**config.mk**
```make
export PLATFORM = sky130hd
export DESIGN_NAME = ct_wsgen_flat
export DESIGN_NICKNAME = d
export VERILOG_FILES = /design/src/rtl/ct_wsgen_if.sv /design/src/rtl/ct_wsgen.sv /design/src/flat_wrapper.sv
export SDC_FILE = /design/constraint.sdc
export NUM_CORES = 1
export LEC_CHECK = 0
export CORE_MARGIN = 8
export CORE_UTILIZATION = 58
export DETAILED_ROUTE_END_ITERATION = 10
export MAX_ROUTING_LAYER = met4
export PLACE_DENSITY = 0.87
export SYNTH_ARGS = -nofsm -noshare
export SYNTH_HDL_FRONTEND = slang
export SYNTH_SLANG_ARGS = --single-unit
```
**constraint.sdc**
```tcl
create_clock -name cph2 -period 2.5 [get_ports cph2]
set_input_delay 0.5 -clock cph2 [delete_from_list [all_inputs] [get_ports cph2]]
set_output_delay 0.5 -clock cph2 [all_outputs]
set_load 0.05 [all_outputs]
```
**src/rtl/ct_wsgen_if.sv**
```systemverilog
// Word-cycle sequencer signal bundle: serial instruction/carry in, timing and select out.
// The sequencer side uses the slave modport; the ROM/A&R side uses master.
interface ct_wsgen_if;
  logic       is;
  logic       carry;
  logic       sync;
  logic       ws;
  logic [3:0] ptr;
  logic       carry_flag;
  logic [5:0] bit_cnt;

  modport master (
    output is, carry,
    input  sync, ws, ptr, carry_flag, bit_cnt
  );

  modport slave (
    input  is, carry,
    output sync, ws, ptr, carry_flag, bit_cnt
  );
endinterface

```
**src/rtl/ct_wsgen.sv**
```systemverilog
// C&T word-cycle sequencer: 56-bit-time word counter, SYNC window, serial instruction
// capture, P-pointer ops and field-select decode producing WS for the following word.
module ct_wsgen #(
  parameter int WORD_BITS  = 56,
  parameter int SYNC_FIRST = 45,
  parameter int SYNC_LAST  = 54,
  parameter int P_MAX      = 13
) (
  input  logic        cph2,
  input  logic        rst,
  ct_wsgen_if.slave   bus
);

  localparam logic [5:0] LAST_BIT = 6'(WORD_BITS - 1);
  localparam logic [5:0] SYNC_LO  = 6'(SYNC_FIRST);
  localparam logic [5:0] SYNC_HI  = 6'(SYNC_LAST);
  localparam logic [3:0] P_TOP    = 4'(P_MAX);

  logic [5:0] bit_cnt_reg;
  logic [9:0] ir_sr_reg;
  logic [9:0] exec_ir_reg;
  logic [3:0] ptr_reg;
  logic [3:0] lo_reg;
  logic [3:0] hi_reg;
  logic       ws_en_reg;
  logic       carry_flag_reg;

  logic [3:0] ptr_next;
  logic [3:0] lo_next;
  logic [3:0] hi_next;
  logic       ws_en_next;

  logic       in_window;
  logic       end_of_word;
  logic [3:0] digit;

  assign in_window   = (bit_cnt_reg >= SYNC_LO) && (bit_cnt_reg <= SYNC_HI);
  assign end_of_word = (bit_cnt_reg == LAST_BIT);
  assign digit       = bit_cnt_reg[5:2];

  // Pointer op of the instruction that is finishing execution this word.
  always_comb begin
    ptr_next = ptr_reg;
    if (exec_ir_reg[1:0] == 2'b00) begin
      case (exec_ir_reg[5:0])
        6'b001100: ptr_next = (exec_ir_reg[9:6] > P_TOP) ? P_TOP : exec_ir_reg[9:6];
        6'b011100: ptr_next = (ptr_reg == 4'd0) ? P_TOP : ptr_reg - 4'd1;
        6'b111100: ptr_next = (ptr_reg >= P_TOP) ? 4'd0 : ptr_reg + 4'd1;
        default:   ptr_next = ptr_reg;
      endcase
    end
  end

  // Field decode of the freshly captured instruction, using the already-updated pointer
  // so a P-op immediately followed by a P/WP field sees the new value.
  always_comb begin
    ws_en_next = (ir_sr_reg[1:0] == 2'b10);
    lo_next    = 4'd0;
    hi_next    = 4'd0;
    case (ir_sr_reg[4:2])
      3'b000: begin lo_next = ptr_next; hi_next = ptr_next; end
      3'b001: begin lo_next = 4'd0;     hi_next = ptr_next; end
      3'b010: begin lo_next = 4'd2;     hi_next = 4'd2;     end
      3'b011: begin lo_next = 4'd0;     hi_next = 4'd2;     end
      3'b100: begin lo_next = P_TOP;    hi_next = P_TOP;    end
      3'b101: begin lo_next = 4'd3;     hi_next = 4'd12;    end
      3'b110: begin lo_next = 4'd0;     hi_next = P_TOP;    end
      default: begin lo_next = 4'd3;    hi_next = P_TOP;    end
    endcase
  end

  always_ff @(posedge cph2) begin
    if (rst) begin
      bit_cnt_reg    <= 6'd0;
      ir_sr_reg      <= 10'd0;
      exec_ir_reg    <= 10'd0;
      ptr_reg        <= 4'd0;
      lo_reg         <= 4'd0;
      hi_reg         <= 4'd0;
      ws_en_reg      <= 1'b0;
      carry_flag_reg <= 1'b0;
    end else begin
      bit_cnt_reg <= end_of_word ? 6'd0 : bit_cnt_reg + 6'd1;
      if (in_window) begin
        ir_sr_reg <= {bus.is, ir_sr_reg[9:1]};
      end
      if (end_of_word) begin
        exec_ir_reg    <= ir_sr_reg;
        ptr_reg        <= ptr_next;
        lo_reg         <= lo_next;
        hi_reg         <= hi_next;
        ws_en_reg      <= ws_en_next;
        carry_flag_reg <= bus.carry;
      end
    end
  end

  assign bus.sync       = in_window;
  assign bus.ws         = ws_en_reg && (digit >= lo_reg) && (digit <= hi_reg);
  assign bus.ptr        = ptr_reg;
  assign bus.carry_flag = carry_flag_reg;
  assign bus.bit_cnt    = bit_cnt_reg;

endmodule
```
**src/flat_wrapper.sv**
```systemverilog
// flat-port wrapper written by rule: the top's interface ports become plain ports
module ct_wsgen_flat 
#(
  parameter int WORD_BITS  = 56,
  parameter int SYNC_FIRST = 45,
  parameter int SYNC_LAST  = 54,
  parameter int P_MAX      = 13
)
  (cph2, rst, bus_is, bus_carry, bus_sync, bus_ws, bus_ptr, bus_carry_flag, bus_bit_cnt);
  ct_wsgen_if bus_i ();
  input  logic cph2;
  input  logic rst;
  input wire logic [$bits(bus_i.is)-1:0] bus_is;
  input wire logic [$bits(bus_i.carry)-1:0] bus_carry;
  output wire logic [$bits(bus_i.sync)-1:0] bus_sync;
  output wire logic [$bits(bus_i.ws)-1:0] bus_ws;
  output wire logic [$bits(bus_i.ptr)-1:0] bus_ptr;
  output wire logic [$bits(bus_i.carry_flag)-1:0] bus_carry_flag;
  output wire logic [$bits(bus_i.bit_cnt)-1:0] bus_bit_cnt;
  assign bus_i.is = bus_is;
  assign bus_i.carry = bus_carry;
  assign bus_sync = bus_i.sync;
  assign bus_ws = bus_i.ws;
  assign bus_ptr = bus_i.ptr;
  assign bus_carry_flag = bus_i.carry_flag;
  assign bus_bit_cnt = bus_i.bit_cnt;
  ct_wsgen #(.WORD_BITS(WORD_BITS), .SYNC_FIRST(SYNC_FIRST), .SYNC_LAST(SYNC_LAST), .P_MAX(P_MAX)) u_core (.cph2(cph2), .rst(rst), .bus(bus_i));
endmodule
```
==> results of run 1 <==
==> how the worst max path moves through the flow <==
stage | from | end | cells after the start
6_report | u_core.bus.bit_cnt[3] | bus_ws | 7
5_1_grt | u_core.bus.bit_cnt[3] | bus_ws | 7
4_1_cts | u_core.bus.bit_cnt[2] | bus_ws | 7
3_5_place_dp | u_core.bus.bit_cnt[2] | bus_ws | 7
3_3_place_gp | u_core.bus.bit_cnt[2] | bus_ws | 7
2_1_floorplan | u_core.bus.bit_cnt[0] | bus_sync | 7
==> cells in the final DEF, fill, tap and decap left out, types with 7 or more instances in the layout <==
| cell | synthesis | routed |
|---|---|---|
| sky130_fd_sc_hd__nor3_1 | 8 | 8 |
| sky130_fd_sc_hd__nand3_1 | 8 | 8 |
| sky130_fd_sc_hd__dfxtp_1 | 40 | 37 |
| sky130_fd_sc_hd__inv_1 | 17 | 17 |
| sky130_fd_sc_hd__nor2_1 | 24 | 24 |
| sky130_fd_sc_hd__clkdlybuf4s50_1 | 0 | 14 |
| sky130_fd_sc_hd__a21oi_1 | 21 | 21 |
| sky130_fd_sc_hd__ha_1 | 16 | 16 |
| sky130_fd_sc_hd__nand2_1 | 34 | 34 |
| sky130_fd_sc_hd__mux2i_1 | 10 | 10 |
| sky130_fd_sc_hd__o21ai_0 | 8 | 8 |
| sky130_fd_sc_hd__buf_4 | 1 | 7 |
==> synth_stat cells, types with 3 or more instances <==
cell,instances
sky130_fd_sc_hd__dfxtp_1,40
sky130_fd_sc_hd__nand2_1,34
sky130_fd_sc_hd__nor2_1,24
sky130_fd_sc_hd__a21oi_1,21
sky130_fd_sc_hd__inv_1,17
sky130_fd_sc_hd__ha_1,16
sky130_fd_sc_hd__mux2i_1,10
sky130_fd_sc_hd__nand3_1,8
sky130_fd_sc_hd__nor3_1,8
sky130_fd_sc_hd__o21ai_0,8
sky130_fd_sc_hd__clkbuf_8,6
sky130_fd_sc_hd__nand2b_1,6
sky130_fd_sc_hd__a221oi_1,5
sky130_fd_sc_hd__a31oi_1,5
sky130_fd_sc_hd__a21o_1,4
sky130_fd_sc_hd__clkbuf_1,4
sky130_fd_sc_hd__buf_2,3
sky130_fd_sc_hd__nor2b_1,3
sky130_fd_sc_hd__xnor2_1,3
==> final cells by class <==
cell class	count	area share
multi-input combinational	192	0.501
sequential	40	0.321
timing repair buffer	22	0.0813
clock buffer	5	0.0274
inverter	18	0.0269
tap	48	0.0240
clock inverter	3	0.0185
==> worst max-delay path: stages (launching register included) <==
cell	delay (ns)
sky130_fd_sc_hd__dfxtp_2	0.37
sky130_fd_sc_hd__ha_1	0.31
sky130_fd_sc_hd__nor2b_1	0.14
sky130_fd_sc_hd__o21a_1	0.16
sky130_fd_sc_hd__o21ai_0	0.14
sky130_fd_sc_hd__nand2b_1	0.11
sky130_fd_sc_hd__a211oi_4	0.21
sky130_fd_sc_hd__buf_6	0.18
==> metrics by stage <==
step                      power (uW)  cells
after global routing            1300    328
final                           1260    328
after CTS                       1270    328
after floorplan                  702    266
after detailed placement         721    320
after global placement           721    320
==> logic make-up after synthesis <==
kind of cell	Yosys count	synth area share
multiplexers	10	0.0447
flip-flops	40	0.358
AO/OA/AOI/OAI	65	0.194
buffers and inverters	34	0.0894
adder cells (fa/ha/maj)	16	0.0894
AND/OR/NAND/NOR	97	0.210
XOR/XNOR	4	0.0156
==> where the power goes <==
| part | switching [uW] | internal, uW |
|---|---|---|
| Combinational | 37.1 | 21.3 |
| Clock | 249 | 301 |
| Sequential | 7.24 | 641 |
| Total | 293 | 963 |
==> what timing repair did <==
action | CTS | global route
hold buffers | 0 | 0
gates resized for setup | 1 | 2
pin swaps | 0 | 1
setup endpoints to repair | 1 | 1
==> metal layers <==
metal | vias up | GRT usage
met1 | 922 | 0.208
met2 | 80 | 0.259
met4 | 0 | 0.0667
li1 | 960 | -
met5 | - | -
met3 | 19 | 0.0535
==> run metrics, run 1 <==
status finished, final reports clean; Hold Path Origin u_core.hi_reg[1]; M1 wire length 2.26 mm; final estimated routing congestion in global placement 0.914; total length of routed met2 wires 2.26 mm; Pins Over Slew Limit 0; netlist area before placement 0.00224 mm2; slew at the pin with the worst max-slew slack 0.513 ns; clock transition at the register clock pins on the worst setup and hold paths after CTS 0.08 ns; Critical Path End Type output port; final worst clock skew 0.00728 ns; die area 0.00611 mm2; final worst-path setup slack 0.0799 ns; top layer reached by signal wires met4; area of the placeable core 0.00369 mm2; shortest period the worst path allows 2.42 ns; Fmax achieved 0.413 GHz; DR DRC count 0; DP Worst Slack 0.288 ns; required time of the critical path 2.00 ns; H-tree Lvls 2; root buf cell sky130_fd_sc_hd__clkbuf_8; worst min path class reg2reg; worst slew margin relative to its limit 0.657; share of the yosys chip area belonging to registers 0.358; nets in the synthesized netlist 286; fraction of synthesis flops using an asynchronous set or reset pin 0; depth of the worst register-to-register path 7; number of sinks on the clock net 40; number of buffers created by CTS 5; leftover overflow at the end of global routing 0; proportion of netlist area held by the largest area contributor 0.358; Max Cap Viol 0; number of fillers in the final layout 311; all-layer global routing usage 0.172; flop-to-flop setup slack 0.26 ns; TritonCTS clock tree built; fraction of the core area covered by cells at the end of the flow 0.680; Setup-failing EPs final 0; count of synthesis-stage warnings from yosys 0; worst hold slack 0.458 ns; setup repair after global routing missed its margin false; share of the clock period used by the worst path 0.968; Placed Area 0.00238 mm2; via count of the first global-routing pass 1797; number of placement rows 22; category of the worst setup path launch point flop; highest net fanout along the worst path 7; HPWL Detailed 3.49 mm; Peak supply drop 0.502 mV; count of state elements after synthesis 40; Final Hold Fails 0; area of all sequential standard cells 805 um2; routed wirelength normalized by instance count 15.1 um; average size of a mapped cell 8.42 um2; worst-case hold path end point u_core.hi_reg[1]; final antenna diode count 0; power per unit of standard cell area 501 mW/mm2; ratio of cells with drive above 1 in the final layout 0.100; total number of vias 1981; multi-input logic area 0.00126 mm2; antenna violations before repair 0; critical path arrival 1.92 ns; leakage 0.000959 uW; Antenna Violating Nets Remaining 0; 1st-pass router iterations 5; worst hold path depth 2; total wirelength of the detailed-routed design 4.97 mm; Die Y-Extent 78.1 um; Critical R2R Capture u_core.lo_reg[1]; effective utilization at floorplan 0.607; Syn-to-layout area delta 12.0%; unique cell type count in the Yosys netlist 52; I/O Pins 17; top flip-flop cell by instance count after synthesis sky130_fd_sc_hd__dfxtp_1; # nets final 299; clock latency reported for the late side of the worst-skew pair 0.30 ns; synthesized instance count 266; start of the worst register-to-register path u_core.bus.ptr[0]; number of buffers added on ports 16; Post-Route Setup TNS 0 ns; wire length of the first global-routing pass 8.36 mm; average vias per placed instance 6.04; final design instance area without fill 0.00251 mm2; maximum buffer depth of the clock tree 2; DRT iter0 DRCs 175; post-CTS setup-driven buffer insertion count 0; Crit Path Class reg2out; Die W 78.1 um; Met3 Wirelength 318 um; largest net degree at the start of global routing 27; number of synthesized flops with an enable pin 0; top cells by area, synth sky130_fd_sc_hd__dfxtp_1 36%, sky130_fd_sc_hd__ha_1 8.9%, sky130_fd_sc_hd__nand2_1 5.7%; leading area contributor after synthesis sky130_fd_sc_hd__dfxtp_1
Power figures use the tool's default switching activity.
==> run 2: changes to the inputs <==
--- a/config.mk
+++ b/config.mk
@@ -5,11 +5,13 @@
 export SDC_FILE = /design/constraint.sdc
 export NUM_CORES = 1
 export LEC_CHECK = 0
+export ABC_CLOCK_PERIOD_IN_PS = 2500
 export CORE_MARGIN = 8
 export CORE_UTILIZATION = 58
 export DETAILED_ROUTE_END_ITERATION = 10
 export MAX_ROUTING_LAYER = met4
 export PLACE_DENSITY = 0.87
+export SKIP_CTS_REPAIR_TIMING = 1
 export SYNTH_ARGS = -nofsm -noshare
 export SYNTH_HDL_FRONTEND = slang
 export SYNTH_SLANG_ARGS = --single-unit
==> results of run 2 <==
No change in the layout: final DEF, timing and power equal those of run 1.
==> run 3: changes to the inputs <==
--- a/config.mk
+++ b/config.mk
@@ -7,10 +7,10 @@
 export LEC_CHECK = 0
 export ABC_CLOCK_PERIOD_IN_PS = 2500
 export CORE_MARGIN = 8
-export CORE_UTILIZATION = 58
+export CORE_UTILIZATION = 40
 export DETAILED_ROUTE_END_ITERATION = 10
 export MAX_ROUTING_LAYER = met4
-export PLACE_DENSITY = 0.87
+export PLACE_DENSITY = 0.66
 export SKIP_CTS_REPAIR_TIMING = 1
 export SYNTH_ARGS = -nofsm -noshare
 export SYNTH_HDL_FRONTEND = slang
==> run 3 against run 2 <==
Effect of this change:
- clock skew up 0.0023 ns
- sequential cell count unchanged
- first-iteration DRC count down 21%
- critical path depth unchanged
- worst setup slack better by 0.0087 ns
- utilization down 22 points
- die area up 35%
- total power down 8.4%
- wire length up 3.7%
- critical path type unchanged
==> run metrics, run 3 (synthesis gave the netlist of run 1 again) <==
fraction of the core area covered by cells at the end of the flow 0.460 (-0.220); depth of the worst register-to-register path 7 (unchanged); number of buffers created by CTS 5 (unchanged); most used cells in the layout excluding fill and tap cells 38 x sky130_fd_sc_hd__dfxtp_1, 34 x sky130_fd_sc_hd__nand2_1, 24 x sky130_fd_sc_hd__nor2_1; Die W 90.8 um (+16%); Crit Path Class reg2out; highest net fanout along the worst path 7 (unchanged); longest individual stage delay on the worst path 0.37 ns (about the same); Setup-failing EPs final 0 (unchanged); all-layer global routing usage 0.130 (-0.0418); number of sinks on the clock net 40 (unchanged); Final Hold Fails 0 (unchanged); average vias per placed instance 5.37 (-11%); ratio of cells with drive above 1 in the final layout 0.0964 (-0.00357); clock latency reported for the late side of the worst-skew pair 0.29 ns (about the same); largest net degree at the start of global routing 27 (unchanged); switch share 0.253 (+0.0191); Fmax achieved 0.415 GHz (+0.36%); clock transition at the register clock pins on the worst setup and hold paths after CTS 0.09 ns (about the same); part of the power in the clock network 0.385 (-0.053); power consumption 1150 uW (-8.4%); total wirelength of the detailed-routed design 5.15 mm (+3.7%); Flop pwr share 0.563 (+0.047); via count of the first global-routing pass 1753 (-2.4%); leakage 0.000944 uW (-1.5%); commonest non-fill, non-tap cell in the layout sky130_fd_sc_hd__dfxtp_1; required time of the critical path 2.00 ns (about the same); shortest period the worst path allows 2.41 ns (-0.00870 ns); TritonCTS clock tree built; setup repair after global routing missed its margin false; I/O Pins 17 (unchanged); root buf cell sky130_fd_sc_hd__clkbuf_8; HPWL Detailed 3.69 mm (+5.7%); category of the worst setup path launch point flop; final estimated routing congestion in global placement 0.866 (-5.3%); number of fillers in the final layout 564 (+81%); power dissipated by switching net loads 291 uW (-0.95%); Antenna Violating Nets Remaining 0 (unchanged); # nets final 299 (unchanged); power per unit of standard cell area 457 mW/mm2 (-8.8%); total number of vias 1890 (-4.6%); H-tree Lvls 2 (unchanged); final worst-path setup slack 0.0886 ns (+0.00870 ns); Post-Route Setup TNS 0 ns (unchanged); slew at the pin with the worst max-slew slack 0.554 ns (+0.0410 ns); Syn-to-layout area delta 12.3%; wire length of the first global-routing pass 8.69 mm (+4.0%); leftover overflow at the end of global routing 0 (unchanged); Cell Int Power 860 uW (-11%); DR DRC count 0 (unchanged); share of the clock period used by the worst path 0.965 (-0.00348); part of the total power dissipated in combinational logic 0.052 (+0.006); antenna violations before repair 0 (unchanged); DP Worst Slack 0.268 ns (-0.0209 ns); ordered list of cells on the worst path ha_1, nor2b_1, o21a_1, o21ai_0, nand2b_1, a211oi_4, buf_6; Die Y-Extent 90.8 um (+16%); die area 0.00825 mm2 (+35%); maximum buffer depth of the clock tree 2 (unchanged); Pins Over Slew Limit 0 (unchanged); 1st-pass router iterations 4 (-1); area of the placeable core 0.00547 mm2 (+48%); worst slew margin relative to its limit 0.627 (-0.0294); critical path arrival 1.91 ns (about the same); worst min path class reg2reg; Critical R2R Capture u_core.lo_reg[1]; effective utilization at floorplan 0.409 (-0.198); start of the worst register-to-register path u_core.bus.ptr[0]; worst setup path endpoint bus_ws; cell type of the slowest stage on the worst timing path sky130_fd_sc_hd__dfxtp_2; number of placement rows 27 (+23%); number of buffers added on ports 16 (unchanged); launching element of the worst setup path u_core.bus.bit_cnt[3]; final worst clock skew 0.00960 ns (+0.00232 ns); routed wirelength normalized by instance count 14.6 um (-3.3%); flop-to-flop setup slack 0.31 ns (+0.05 ns); Max Cap Viol 0 (unchanged); final antenna diode count 0 (unchanged); DRT iter0 DRCs 139 (-21%); Critical Path End Type output port; status finished, final reports clean; Peak supply drop 0.236 mV (-53%)
## run 3: changes by cell type in the layout (fill, tap and decap cells not counted), sizes merged
cell / before / now
inv: 19 / 18
bufinv: 1 / 0
clkinv: 0 / 1
clkinvlp: 1 / 2
## run 3: metal layers
layer  track usage  routed length (um)  part of all wire
met1         0.170                2560              0.50
met2         0.192                2360              0.46
met3        0.0308                 182             0.035
met4        0.0396                  50            0.0097
met5             -                   0                 0
## run 3: power by group through the flow
stage | Combinational, uW | Sequential, uW | Clock [uW]
4_1_cts | 59.7 | 649 | 457
5_1_grt | 64.5 | 649 | 481
2_1_floorplan | 27.2 | 675 | 0
3_3_place_gp | 58.8 | 663 | 0
6_report | 59.4 | 648 | 443
3_5_place_dp | 59.3 | 664 | 0
## run 3: how the worst min path moves through the flow
stage	start	end	depth (start not counted)
3_3_place_gp	u_core.hi_reg[1]	u_core.hi_reg[1]	2
5_1_grt	u_core.bus.carry_flag	u_core.bus.carry_flag	2
3_5_place_dp	u_core.hi_reg[1]	u_core.hi_reg[1]	2
4_1_cts	u_core.hi_reg[1]	u_core.hi_reg[1]	2
2_1_floorplan	u_core.ws_en_reg	u_core.ws_en_reg	2
6_report	u_core.hi_reg[1]	u_core.hi_reg[1]	2
## run 3: metrics by stage
step | area, um2 | hold WS (ns) | instances
6_report | 2520 | 0.457 | 352
5_1_grt | 2520 | 0.495 | 352
4_1_cts | 2500 | 0.458 | 352
3_5_place_dp | 2410 | 0.447 | 344
3_3_place_gp | 2410 | 0.442 | 344
2_1_floorplan | 2250 | 0.428 | 266
## run 3: critical path: cells and delay by family, from the launching register on
family                     cells  cell delay (ns)
adders and majority gates      1             0.31
buffers and inverters          1             0.18
DFF                            1             0.37
AOI/OAI and AO/OA              3             0.51
and+or+nand+nor                2             0.24
## run 3: cell type report
cell class	instances	area, um2	share of cell area
Multi-Input combinational cell	192	1260	0.499
Sequential cell	40	806	0.320
Timing Repair Buffer	22	204	0.0811
Tap cell	72	90.1	0.0358
Clock buffer	5	68.8	0.0273
Inverter	18	67.6	0.0269
Clock inverter	3	23.8	0.00945
